## config.mk

```make
export PLATFORM = sky130hd
export DESIGN_NAME = ads127l01_ctrl
export DESIGN_NICKNAME = d
export VERILOG_FILES = /design/src/rtl/ads127l01_ctrl.sv
export SDC_FILE = /design/constraint.sdc
export NUM_CORES = 1
export LEC_CHECK = 0
export CAP_MARGIN = 0
export CORE_MARGIN = 5
export CORE_UTILIZATION = 33
export CTS_CLUSTER_SIZE = 12
export DETAILED_ROUTE_END_ITERATION = 10
export SYNTH_ARGS = -nofsm -noshare
export SYNTH_HDL_FRONTEND = slang
export SYNTH_SLANG_ARGS = --single-unit
export TNS_END_PERCENT = 10
```

## constraint.sdc

```tcl
create_clock -name clk -period 2.1 [get_ports clk]
set_input_delay 0.42 -clock clk [delete_from_list [all_inputs] [get_ports clk]]
set_output_delay 0.42 -clock clk [all_outputs]
set_load 0.01 [all_outputs]
```

## src/rtl/ads127l01_ctrl.sv

```systemverilog
// Power-up / run-time sequencer for the ADS127L01 (hardware-pin, frame-sync master mode).
// Latency: every output is registered, so a state change is visible one clk after the input that causes it.
// Backpressure: none; frame_valid is a one-cycle pulse that is never stalled; rx_en gates the receiver.
module ads127l01_ctrl #(
    parameter int RESET_LOW_CYC  = 64,
    parameter int SETTLE_CYC     = 300,
    parameter int DISCARD_FRAMES = 4,
    parameter int WDOG_CYC       = 4096,
    parameter int MAX_RETRY      = 3
) (
    input  logic       clk,
    input  logic       rst,
    input  logic       en,
    input  logic [1:0] cfg_osr,
    input  logic [1:0] cfg_filter,
    input  logic       cfg_hr,
    input  logic       cfg_update,
    input  logic       frame_valid,
    output logic       reset_n,
    output logic       start,
    output logic       hr,
    output logic [1:0] osr,
    output logic [1:0] filter,
    output logic       fsmode,
    output logic       format,
    output logic       cs_n,
    output logic       din,
    output logic       daisy_in,
    output logic       rx_en,
    output logic       running,
    output logic       fault,
    output logic [2:0] state,
    output logic [1:0] retry_cnt
);

    localparam int PH_MAX = (RESET_LOW_CYC > SETTLE_CYC) ? RESET_LOW_CYC : SETTLE_CYC;
    localparam int PH_W   = $clog2(PH_MAX + 1);
    localparam int WD_W   = $clog2(WDOG_CYC + 1);
    localparam int FR_W   = $clog2(DISCARD_FRAMES + 1);

    typedef enum logic [2:0] {
        S_IDLE   = 3'd0,
        S_RESET  = 3'd1,
        S_SETTLE = 3'd2,
        S_WARMUP = 3'd3,
        S_RUN    = 3'd4,
        S_FAULT  = 3'd5
    } state_t;

    state_t            cur_state;
    state_t            nxt_state;
    logic [PH_W-1:0]   ph_cnt;
    logic [WD_W-1:0]   wd_cnt;
    logic [FR_W-1:0]   fr_cnt;
    logic [1:0]        retry_q;
    logic [1:0]        retry_nxt;
    logic [4:0]        shadow;
    logic [4:0]        shadow_nxt;
    logic              restart;
    logic              entering;
    logic              wd_active;
    logic              wd_expire;

    assign fsmode    = 1'b1;
    assign format    = 1'b1;
    assign cs_n      = 1'b0;
    assign din       = 1'b0;
    assign daisy_in  = 1'b0;
    assign state     = cur_state;
    assign retry_cnt = retry_q;

    assign wd_active = (cur_state == S_WARMUP) || (cur_state == S_RUN);
    assign wd_expire = wd_active && (wd_cnt == WD_W'(WDOG_CYC - 1));

    always_comb begin
        nxt_state  = cur_state;
        retry_nxt  = retry_q;
        shadow_nxt = shadow;
        restart    = 1'b0;

        if (cfg_update && cur_state != S_FAULT) begin
            shadow_nxt = {cfg_osr, cfg_filter, cfg_hr};
        end

        if (!en) begin
            nxt_state = S_IDLE;
        end else if (cfg_update && cur_state != S_IDLE && cur_state != S_FAULT) begin
            // Config change restarts the ADC so new pins are sampled under reset.
            nxt_state = S_RESET;
            restart   = 1'b1;
        end else begin
            case (cur_state)
                S_IDLE: nxt_state = S_RESET;
                S_RESET: begin
                    if (ph_cnt == PH_W'(RESET_LOW_CYC - 1)) nxt_state = S_SETTLE;
                end
                S_SETTLE: begin
                    if (ph_cnt == PH_W'(SETTLE_CYC - 1)) nxt_state = S_WARMUP;
                end
                S_WARMUP, S_RUN: begin
                    if (frame_valid) begin
                        if (cur_state == S_WARMUP && fr_cnt == FR_W'(DISCARD_FRAMES - 1)) begin
                            nxt_state = S_RUN;
                            retry_nxt = 2'd0;
                        end
                    end else if (wd_expire) begin
                        if (int'(retry_q) < MAX_RETRY && retry_q != 2'd3) begin
                            retry_nxt = retry_q + 2'd1;
                            nxt_state = S_RESET;
                        end else begin
                            nxt_state = S_FAULT;
                        end
                    end
                end
                S_FAULT: nxt_state = S_FAULT;
                default: nxt_state = S_IDLE;
            endcase
        end
    end

    assign entering = (nxt_state != cur_state) || restart;

    always_ff @(posedge clk) begin
        if (rst) begin
            cur_state <= S_IDLE;
            ph_cnt    <= '0;
            wd_cnt    <= '0;
            fr_cnt    <= '0;
            retry_q   <= 2'd0;
            shadow    <= 5'b00_01_1;
            reset_n   <= 1'b0;
            start     <= 1'b0;
            rx_en     <= 1'b0;
            running   <= 1'b0;
            fault     <= 1'b0;
            osr       <= 2'b00;
            filter    <= 2'b01;
            hr        <= 1'b1;
        end else begin
            cur_state <= nxt_state;
            retry_q   <= retry_nxt;
            shadow    <= shadow_nxt;

            if (entering) begin
                ph_cnt <= '0;
            end else if (cur_state == S_RESET || cur_state == S_SETTLE) begin
                ph_cnt <= ph_cnt + PH_W'(1);
            end

            if (entering || frame_valid) begin
                wd_cnt <= '0;
            end else if (wd_active) begin
                wd_cnt <= wd_cnt + WD_W'(1);
            end

            if (entering) begin
                fr_cnt <= '0;
            end else if (cur_state == S_WARMUP && frame_valid) begin
                fr_cnt <= fr_cnt + FR_W'(1);
            end

            reset_n <= (nxt_state == S_SETTLE) || (nxt_state == S_WARMUP) || (nxt_state == S_RUN);
            start   <= (nxt_state == S_WARMUP) || (nxt_state == S_RUN);
            rx_en   <= (nxt_state == S_RUN);
            running <= (nxt_state == S_RUN);
            fault   <= (nxt_state == S_FAULT);

            // Config pins only move on the edge that drives reset_n low.
            if (entering && nxt_state == S_RESET) begin
                {osr, filter, hr} <= shadow_nxt;
            end
        end
    end

endmodule

```

==> reports/qor.txt, run 1 <==
Startpoint Class: register
RSZ-0062 raised after global routing: yes
Share of layout cells above drive strength 1: 31.33%
TritonCTS clock tree: done
EDFF count, synth: 0
Min-delay src: fr_cnt[1]$_SDFFE_PP0P_
Area leader, netlist: dfxtp_1
Area Overhead vs Synth: 36.85%
Failing checks: setup timing
Setup crit end kind: register
TNS Setup: -0.2601 ns
Avg Cell Area, Syn: 8.885 sq um
Most common cell after layout, fill and taps aside: buf_4
Hold-fix buffers at CTS: 0
Worst clock skew: 0.005573 ns
Yosys cell types: 53
Core area: 6756 sq um
Critical path data required time: 2.30 ns
Antenna-violating nets left: 0
PortBufs: 24
Final #Nets: 330
Internal reg-to-reg setup slack: -0.05 ns
Asr flop ratio synth: 0%
Die Height: 93.03 um
VDD IR max: 310.2 uV
PnR worst setup slack: -0.05467 ns
Clock Latency Late Sink: 0.30 ns
Seq/Total Area, Yosys: 38.72%
R2r worst-path depth: 8
Outcome: finished, violations left
R2R Path Start: ph_cnt[0]$_SDFFE_PP0P_
Drt drc: 0
Clk pin slew, worst setup/hold paths: 0.08 ns
Synth Warn #: 0
Final HPWL DP: 3659 um
Synth area leaders: dfxtp_1 (39%), xnor2_1 (5.0%), nor2_1 (4.6%), nor3_2 (3.5%), xor2_1 (3.1%)
Via count: 1,925
Number of inserted diodes: 0
Hold Crit Depth: 2
Synthesized instance count: 256
Total global-route track usage: 11.98%
Commonest cells after routing, fill and taps aside: buf_4 (40), dfxtp_1 (35), nor2_1 (28)
Final Setup Violations: 5
Fill cells: 652
# IOs: 30
Minimum clock period: 2.155 ns
Final period util: 102.6%
Die area: 8654 sq um
Final Hold Fails: 0
F_max: 464.1 MHz
First-pass GRT wire length: 8431 um
Placed cell count: 385
Post-Syn Area: 2275 sq um
Synth top area share: 38.72%
H-tree levels: 2
Via-per-instance ratio: 4.861
Finished Layout Cells: 396
Pin count of the biggest net entering global routing: 21
Power Density: 539.9 nW/um^2
Overflow after GRT: 0
GPL Wtd Cong: 0.8591
Leakage: 1.172 nW
Synthesis-stage register bit count: 44
Max_cap viols: 0
CTS Sinks: 44
DRT iter0 DRCs: 50
Initial antenna violation count: 0
Top FF cell, synth: dfxtp_1
Hold Worst Slack: 0.4654 ns
Placed Area: 2849 sq um
Worst flop-to-flop path endpoint: osr[0]$_SDFFE_PP0P_
Die X: 93.03 um
Worst Hold End: fr_cnt[1]$_SDFFE_PP0P_
DR WL/cell: 12.93 um
Clk root buf: clkbuf_8
Rows: 30
Number of global-route vias before repair: 1,850
Critical path class: reg2reg
Worst Hold Class: reg2reg
Pwr Total: 1.681 mW
Design Area, Final: 3113 sq um
Critical Path Fanout Max: 5
Number of iterations in the first detailed-routing pass: 4
CTS Buf Count: 5
CP arrival: 2.35 ns
Initial Utilization: 33.67%
WL final: 5121 um
Max clock buf depth: 2
Fin. max-slew vios: 0
[cell usage after synthesis, drive strengths merged, types with 3 or more instances]
cell type  instances
nor4               3
o21a               5
a21oi             11
nor2              29
ha                 5
nor4b              3
and3               5
inv                6
nand3             12
mux2i              4
xnor2             13
o21ai              5
xor2               8
clkbuf             6
or2                4
dfxtp             44
nor3              13
nor3b              3
mux2               5
nand4              5
buf               13
nand2             18
nor2b              6
[power breakdown]
part           internal, mW  switching (mW)  total (mW)
logic                0.0900          0.0890       0.179
clock network         0.353           0.298       0.651
registers             0.844         0.00622       0.850
[worst max-delay path, stage by stage, from the launching register on]
cell	delay [ns]
dfxtp_2	0.34
ha_4	0.16
nor4b_1	0.14
buf_4	0.14
a2111o_1	0.37
nand3_2	0.10
a22oi_2	0.09
and4bb_4	0.40
mux2_4	0.31
[cell families (layout without fill, tap and decap cells)]
family	after synthesis	in the layout	share of synthesized area, %
flops	44	44	38.72
simple gates	113	113	27.89
compound gates	37	37	11.99
mux	9	9	4.235
fa+ha+maj	5	5	2.750
buf+inv	25	82	5.995
other cells	2	5	0.3302
xor+xnor	21	21	8.086
[area by class of cell]
type | instances | area [sq um] | share of cell area [%]
Clock buffer | 6 | 72.57 | 2.331
Clock inverter | 2 | 35.03 | 1.125
Inverter | 6 | 22.52 | 0.7235
Multi-Input combinational cell | 190 | 1380 | 44.33
Sequential cell | 44 | 897.1 | 28.82
Tap cell | 80 | 100.1 | 3.215
Timing Repair Buffer | 68 | 605.6 | 19.45
[through the flow]
stage | setup WS (ns) | utilization (%)
detailed placement | -0.5304 | 42.17
global route | -0.1373 | 46.07
floorplan | -0.02779 | -
global placement | -0.5002 | 42.17
CTS | -0.03785 | 44.65
finish | -0.05467 | 46.07
[routing by layer]
layer	routed length (um)	vias up	global-route usage, %
met5	0	-	0
li1	-	997	-
met3	153	13	3.138
met4	84	0	4.396
met2	2373	19	19.02
met1	2510	896	15.63
[sequential cells by signal (all words and copies together), names as in the netlist]
name,cells
state,3
fault,1
wd_cnt,13
osr,2
shadow,5
reset_n,1
fr_cnt,3
running,1
start,1
hr,1
retry_cnt,2
ph_cnt,9
filter,2
[how the worst max path moves through the flow]
stage                                   to                   start  cells past startpoint  slack (ns)
CTS                    osr[0]$_SDFFE_PP0P_  wd_cnt[9]$_SDFFE_PP0N_                      6       -0.04
floorplan           filter[0]$_SDFFE_PP1P_  wd_cnt[8]$_SDFFE_PP0N_                      6       -0.03
global placement    filter[0]$_SDFFE_PP1P_             frame_valid                      6       -0.50
detailed placement     osr[0]$_SDFFE_PP0P_             frame_valid                      6       -0.53
finish                 osr[0]$_SDFFE_PP0P_  ph_cnt[0]$_SDFFE_PP0P_                      8       -0.05
global route           osr[0]$_SDFFE_PP0P_     state[2]$_SDFF_PP0_                      6       -0.14
[timing repair]
| action | CTS | global route |
|---|---|---|
| endpoints found under the setup margin | 29 | 31 |
| pin swaps | 9 | 12 |
| gates cloned | 0 | 1 |
| resized for setup | 18 | 16 |
| buffers inserted | 1 | 1 |
(Power assumes the default switching activity.)
==> run 2: changes to the inputs <==
- CORE_UTILIZATION: 33 -> 35
==> reports/qor.txt, run 2 (synthesis results as in run 1) <==
Pin count of the biggest net entering global routing: 21 (unchanged)
Hold-fix buffers at CTS: 0 (unchanged)
Clk pin slew, worst setup/hold paths: 0.09 ns (about the same)
Commonest cells after routing, fill and taps aside: buf_4 (44), dfxtp_1 (32), nor2_1 (28)
PnR worst setup slack: -0.1009 ns (-0.04621 ns)
Clk root buf: clkbuf_8
Leakage: 1.195 nW (+1.9%)
# IOs: 30 (unchanged)
Total global-route track usage: 12.37% (+0.38 points)
Crit path buf inv count: 0 (-1)
GRT met3 Usage: 3.000% (-0.14 points)
Final period util: 104.8% (+2.2 points)
Number of inserted diodes: 0 (unchanged)
Final Setup Violations: 5 (unchanged)
Die Height: 90.62 um (-2.6%)
Via-per-instance ratio: 4.891 (+0.62%)
Critical Path Source: wd_cnt[7]$_SDFFE_PP0N_
Most used routing layer: met2
Max clock buf depth: 2 (unchanged)
PortBufs: 24 (unchanged)
Final #Nets: 333 (+0.91%)
Pre-CTS setup slack: -0.5286 ns (+0.001833 ns)
Area of the multi-input gates: 1380 sq um (unchanged)
H-tree levels: 2 (unchanged)
Fill cells: 607 (-6.9%)
R2R Path Start: wd_cnt[7]$_SDFFE_PP0N_
Antenna-violating nets left: 0 (unchanged)
Setup crit end kind: register
Power Density: 530.2 nW/um^2 (-1.8%)
Most common cell after layout, fill and taps aside: buf_4
Worst clock skew: 0.007347 ns (+0.001775 ns)
GPL Wtd Cong: 0.8087 (-5.9%)
Clock Latency Late Sink: 0.29 ns (about the same)
Max reg flops: 13 (unchanged)
TritonCTS clock tree: done
CP cell instances: nand2_2 > or4_4 > o31a_1 > o211ai_2 > and4bb_4 > mux2_4
Fin. max-slew vios: 0 (unchanged)
Placed cell count: 386 (+0.26%)
VDD IR max: 421.6 uV (+36%)
Met2 Usage GRT: 19.67% (+0.66 points)
CP arrival: 2.39 ns (+0.04 ns)
Crit path max-delay family: simple AND/OR/NAND/NOR gates
Rows: 29 (-3.3%)
DR WL/cell: 12.61 um (-2.5%)
Final Hold Fails: 0 (unchanged)
Share of layout cells above drive strength 1: 33.54% (+2.2 points)
Critical Path Fanout Max: 5 (unchanged)
Area Overhead vs Synth: 37.40%
Number of iterations in the first detailed-routing pass: 4 (unchanged)
Via count: 1,937 (+0.62%)
Final HPWL DP: 3616 um (-1.2%)
Core area: 6350 sq um (-6.0%)
DRT iter0 DRCs: 52 (+4.0%)
Max_cap viols: 0 (unchanged)
F_max: 454.4 MHz (-2.1%)
Pwr Total: 1.657 mW (-1.4%)
Minimum clock period: 2.201 ns (+0.04621 ns)
Critical path class: reg2reg
WL final: 4995 um (-2.5%)
Die area: 8211 sq um (-5.1%)
Startpoint Class: register
CTS Sinks: 44 (unchanged)
Finished Layout Cells: 396 (unchanged)
Overflow after GRT: 0 (unchanged)
Critical path data required time: 2.28 ns (-0.02 ns)
Top reg by flops: wd_cnt
Initial antenna violation count: 0 (unchanged)
Number of global-route vias before repair: 1,853 (+0.16%)
Min-delay src: fr_cnt[1]$_SDFFE_PP0P_
Die X: 90.62 um (-2.6%)
Outcome: finished, violations left
Drt drc: 0 (unchanged)
CTS Buf Count: 5 (unchanged)
Met1 Use GR: 16.79% (+1.2 points)
Initial Utilization: 35.82% (+2.2 points)
Seq. cell area: 900.9 sq um (+0.42%)
Top flop regs: wd_cnt (13), ph_cnt (9), shadow (5)
Failing checks: setup timing
Critical path's largest stage delay: 0.53 ns (+0.13 ns)
First-pass GRT wire length: 8597 um (+2.0%)
RSZ-0062 raised after global routing: yes
Worst Hold Class: reg2reg
Slowest-stage cell, CP: or4_4
## run 2: worst paths after layout
kind | endpoint | slack [ns] | cells past startpoint
max reg2reg | osr[1]$_SDFFE_PP0P_ | -0.10 | 6
min | fr_cnt[1]$_SDFFE_PP0P_ | 0.48 | 2
min reg2reg | fr_cnt[1]$_SDFFE_PP0P_ | 0.48 | 2
max | osr[1]$_SDFFE_PP0P_ | -0.10 | 6
## run 2: worst register-to-register path, stage by stage (launching register included)
cell	delay, ns
dfxtp_2	0.35
nand2_2	0.07
or4_4	0.53
o31a_1	0.31
o211ai_2	0.18
and4bb_4	0.34
mux2_4	0.32
## run 2: per-stage QoR
step	utilization, %	setup TNS, ns	hold slack, ns	area (sq um)
CTS	47.65	-0.5198	0.4786	3025
floorplan	-	-0.1390	0.4344	2308
global route	49.22	-1.126	0.5018	3126
global placement	45.28	-12.26	0.4478	2875
finish	49.22	-0.4878	0.4762	3126
detailed placement	45.28	-11.66	0.4485	2875
## run 2: metal layers
metal | share of wire, % | up-vias | routed length, um
li1 | - | 1011 | -
met1 | 48 | 885 | 2389
met2 | 47 | 34 | 2368
met3 | 3.9 | 7 | 196
met4 | 0.82 | 0 | 41
met5 | 0 | - | 0
## run 2: final cells by class
| class | instances | share of cell area (%) |
|---|---|---|
| sequential | 44 | 28.82 |
| timing repair buffer | 71 | 19.78 |
| inverter | 6 | 0.7206 |
| clock buffer | 6 | 2.322 |
| clock inverter | 2 | 1.121 |
| tap | 77 | 3.082 |
| multi-input combinational | 190 | 44.16 |
## run 2: power breakdown
| part | internal (mW) | total [mW] | switching, mW | leakage [nW] |
|---|---|---|---|---|
| Combinational | 0.0801 | 0.165 | 0.0845 | 0.777 |
| Clock | 0.353 | 0.642 | 0.289 | 0.0552 |
| Sequential | 0.844 | 0.850 | 0.00667 | 0.363 |
| Total | 1.28 | 1.66 | 0.380 | 1.20 |
## run 2: repair_timing
| item | CTS | global route |
|---|---|---|
| endpoints found under the setup margin | 30 | 36 |
| gates resized for setup | 11 | 26 |
| pin swaps | 5 | 10 |
| setup buffers | 1 | 2 |
==> run 3: changes to the inputs <==
- CORE_UTILIZATION: 35 -> 40
==> reports/qor.txt, run 3 (synthesis results as in run 1) <==
Clk pin slew, worst setup/hold paths: 0.08 ns (about the same)
Die Height: 85.41 um (-5.7%)
TritonCTS clock tree: done
Failing checks: setup timing
Max clock buf depth: 2 (unchanged)
H-tree levels: 2 (unchanged)
Critical path class: reg2reg
Setup crit end kind: register
CTS Buf Count: 5 (unchanged)
Core area: 5507 sq um (-13%)
First-pass GRT wire length: 9025 um (+5.0%)
Total global-route track usage: 14.95% (+2.6 points)
Via count: 1,943 (+0.31%)
Hold Worst Slack: 0.4655 ns (-0.01066 ns)
Area Overhead vs Synth: 35.42%
Worst flop-to-flop path endpoint: filter[0]$_SDFFE_PP1P_
CP Capture Point: filter[0]$_SDFFE_PP1P_
Seq. cell area: 892.1 sq um (-0.97%)
# IOs: 30 (unchanged)
Final HPWL DP: 3721 um (+2.9%)
Outcome: finished, violations left
Rows: 27 (-6.9%)
Area of the multi-input gates: 1339 sq um (-3.0%)
Fill cells: 509 (-16%)
Critical Path Fanout Max: 5 (unchanged)
Critical path data required time: 2.29 ns (about the same)
PortBufs: 24 (unchanged)
Number of iterations in the first detailed-routing pass: 5 (+1)
F_max: 458.6 MHz (+0.93%)
CTS Sinks: 44 (unchanged)
Final #Nets: 334 (+0.30%)
DR WL/cell: 12.80 um (+1.5%)
Antenna-violating nets left: 0 (unchanged)
Startpoint Class: register
Commonest cells after routing, fill and taps aside: buf_4 (47), dfxtp_1 (37), nor2_1 (24)
Number of global-route vias before repair: 1,958 (+5.7%)
Leakage: 1.181 nW (-1.2%)
Drt drc: 0 (unchanged)
Critical Path Source: ph_cnt[0]$_SDFFE_PP0P_
Worst Hold Class: reg2reg
WL final: 5017 um (+0.44%)
R2R Path Start: ph_cnt[0]$_SDFFE_PP0P_
Share of layout cells above drive strength 1: 30.94% (-2.6 points)
Max reg flops: 13 (unchanged)
Final Setup Violations: 13 (+8)
Most common cell after layout, fill and taps aside: buf_4
Number of inserted diodes: 0 (unchanged)
Pre-CTS setup slack: -0.5302 ns (-0.001594 ns)
PnR worst setup slack: -0.08068 ns (+0.02019 ns)
Power Density: 559.6 nW/um^2 (+5.5%)
Via-per-instance ratio: 4.957 (+1.3%)
Pin count of the biggest net entering global routing: 21 (unchanged)
Initial antenna violation count: 0 (unchanged)
Overflow after GRT: 0 (unchanged)
VDD IR max: 484.2 uV (+15%)
Clk root buf: clkbuf_8
Max_cap viols: 0 (unchanged)
GPL Wtd Cong: 0.7912 (-2.2%)
Initial Utilization: 41.31% (+5.5 points)
Internal reg-to-reg setup slack: -0.08 ns (+0.02 ns)
Minimum clock period: 2.181 ns (-0.02019 ns)
Top reg by flops: wd_cnt
R2r worst-path depth: 8 (+2)
Final Hold Fails: 0 (unchanged)
CP arrival: 2.37 ns (-0.02 ns)
RSZ-0062 raised after global routing: yes
Die X: 85.41 um (-5.7%)
Top flop regs: wd_cnt (13), ph_cnt (9), shadow (5)
Clock Latency Late Sink: 0.30 ns (about the same)
DRT iter0 DRCs: 86 (+65%)
Worst clock skew: 0.004446 ns (-0.002901 ns)
Die area: 7295 sq um (-11%)
Final period util: 103.8% (-0.96 points)
Fin. max-slew vios: 0 (unchanged)
run 3: cell count changes in the layout (fill, tap and decap cells not counted), sizes merged:
cell          previous run  this run
dlygate4sd2              0         2
dlymetal6s2s             2         0
buf                     47        48
clkbuf                   6         7
clkinv                   1         0
run 3: through the flow:
step                area [sq um]  util, %  std cells  power [mW]  setup TNS, ns
global route                3080    55.94        392       1.806         -2.471
floorplan                   2308        -        259      0.9587        -0.1390
CTS                         3055    55.49        392       1.737        -0.3093
finish                      3080    55.94        392       1.724        -0.4785
global placement            2884    52.37        383       1.022         -11.81
detailed placement          2884    52.37        383       1.024         -11.90
run 3: power by group:
part	switching [mW]	internal, mW
Sequential	0.00545	0.845
Combinational	0.0834	0.0790
Clock	0.291	0.420
run 3: worst min path at each step:
stage / startpoint / end / cells past startpoint
6_report: fr_cnt[1]$_SDFFE_PP0P_ / fr_cnt[1]$_SDFFE_PP0P_ / 2
5_1_grt: fr_cnt[1]$_SDFFE_PP0P_ / fr_cnt[1]$_SDFFE_PP0P_ / 2
4_1_cts: fr_cnt[1]$_SDFFE_PP0P_ / fr_cnt[1]$_SDFFE_PP0P_ / 2
3_5_place_dp: shadow[1]$_SDFF_PP1_ / shadow[1]$_SDFF_PP1_ / 2
3_3_place_gp: fr_cnt[1]$_SDFFE_PP0P_ / fr_cnt[1]$_SDFFE_PP0P_ / 2
2_1_floorplan: shadow[0]$_SDFF_PP1_ / shadow[0]$_SDFF_PP1_ / 2
run 3: final cells by class:
class	count	area share, %
inverters	6	0.7311
flip-flops and latches	44	28.96
well taps	72	2.924
repair buffers	72	19.82
clock inverters	1	0.9748
multi-input cells	190	43.46
clock buffers	7	3.128
run 3: layer usage:
layer	share of wire [%]	wire, um	GRT usage [%]	vias to the layer above
li1	-	-	-	1003
met1	48	2419	20.25	906
met2	47	2369	23.59	28
met3	3.5	175	3.301	6
met4	1.1	53	4.748	0
met5	0	0	0	-
run 3: what timing repair did:
item,4_1_cts,5_1_grt
buffers inserted,1,0
endpoints found under the hold margin,0,0
gates resized for setup,14,7
setup endpoints to repair,25,34
hold buffers,0,0
pin swaps,9,3
run 3: critical path, cell delays in order (launching register included):
cell and delay (ns):
dfxtp_2 0.33, ha_2 0.17, nor4b_1 0.13, buf_4 0.13, a2111o_1 0.37, nand3_2 0.10
a22oi_2 0.09, and4bb_4 0.43, mux2_4 0.31
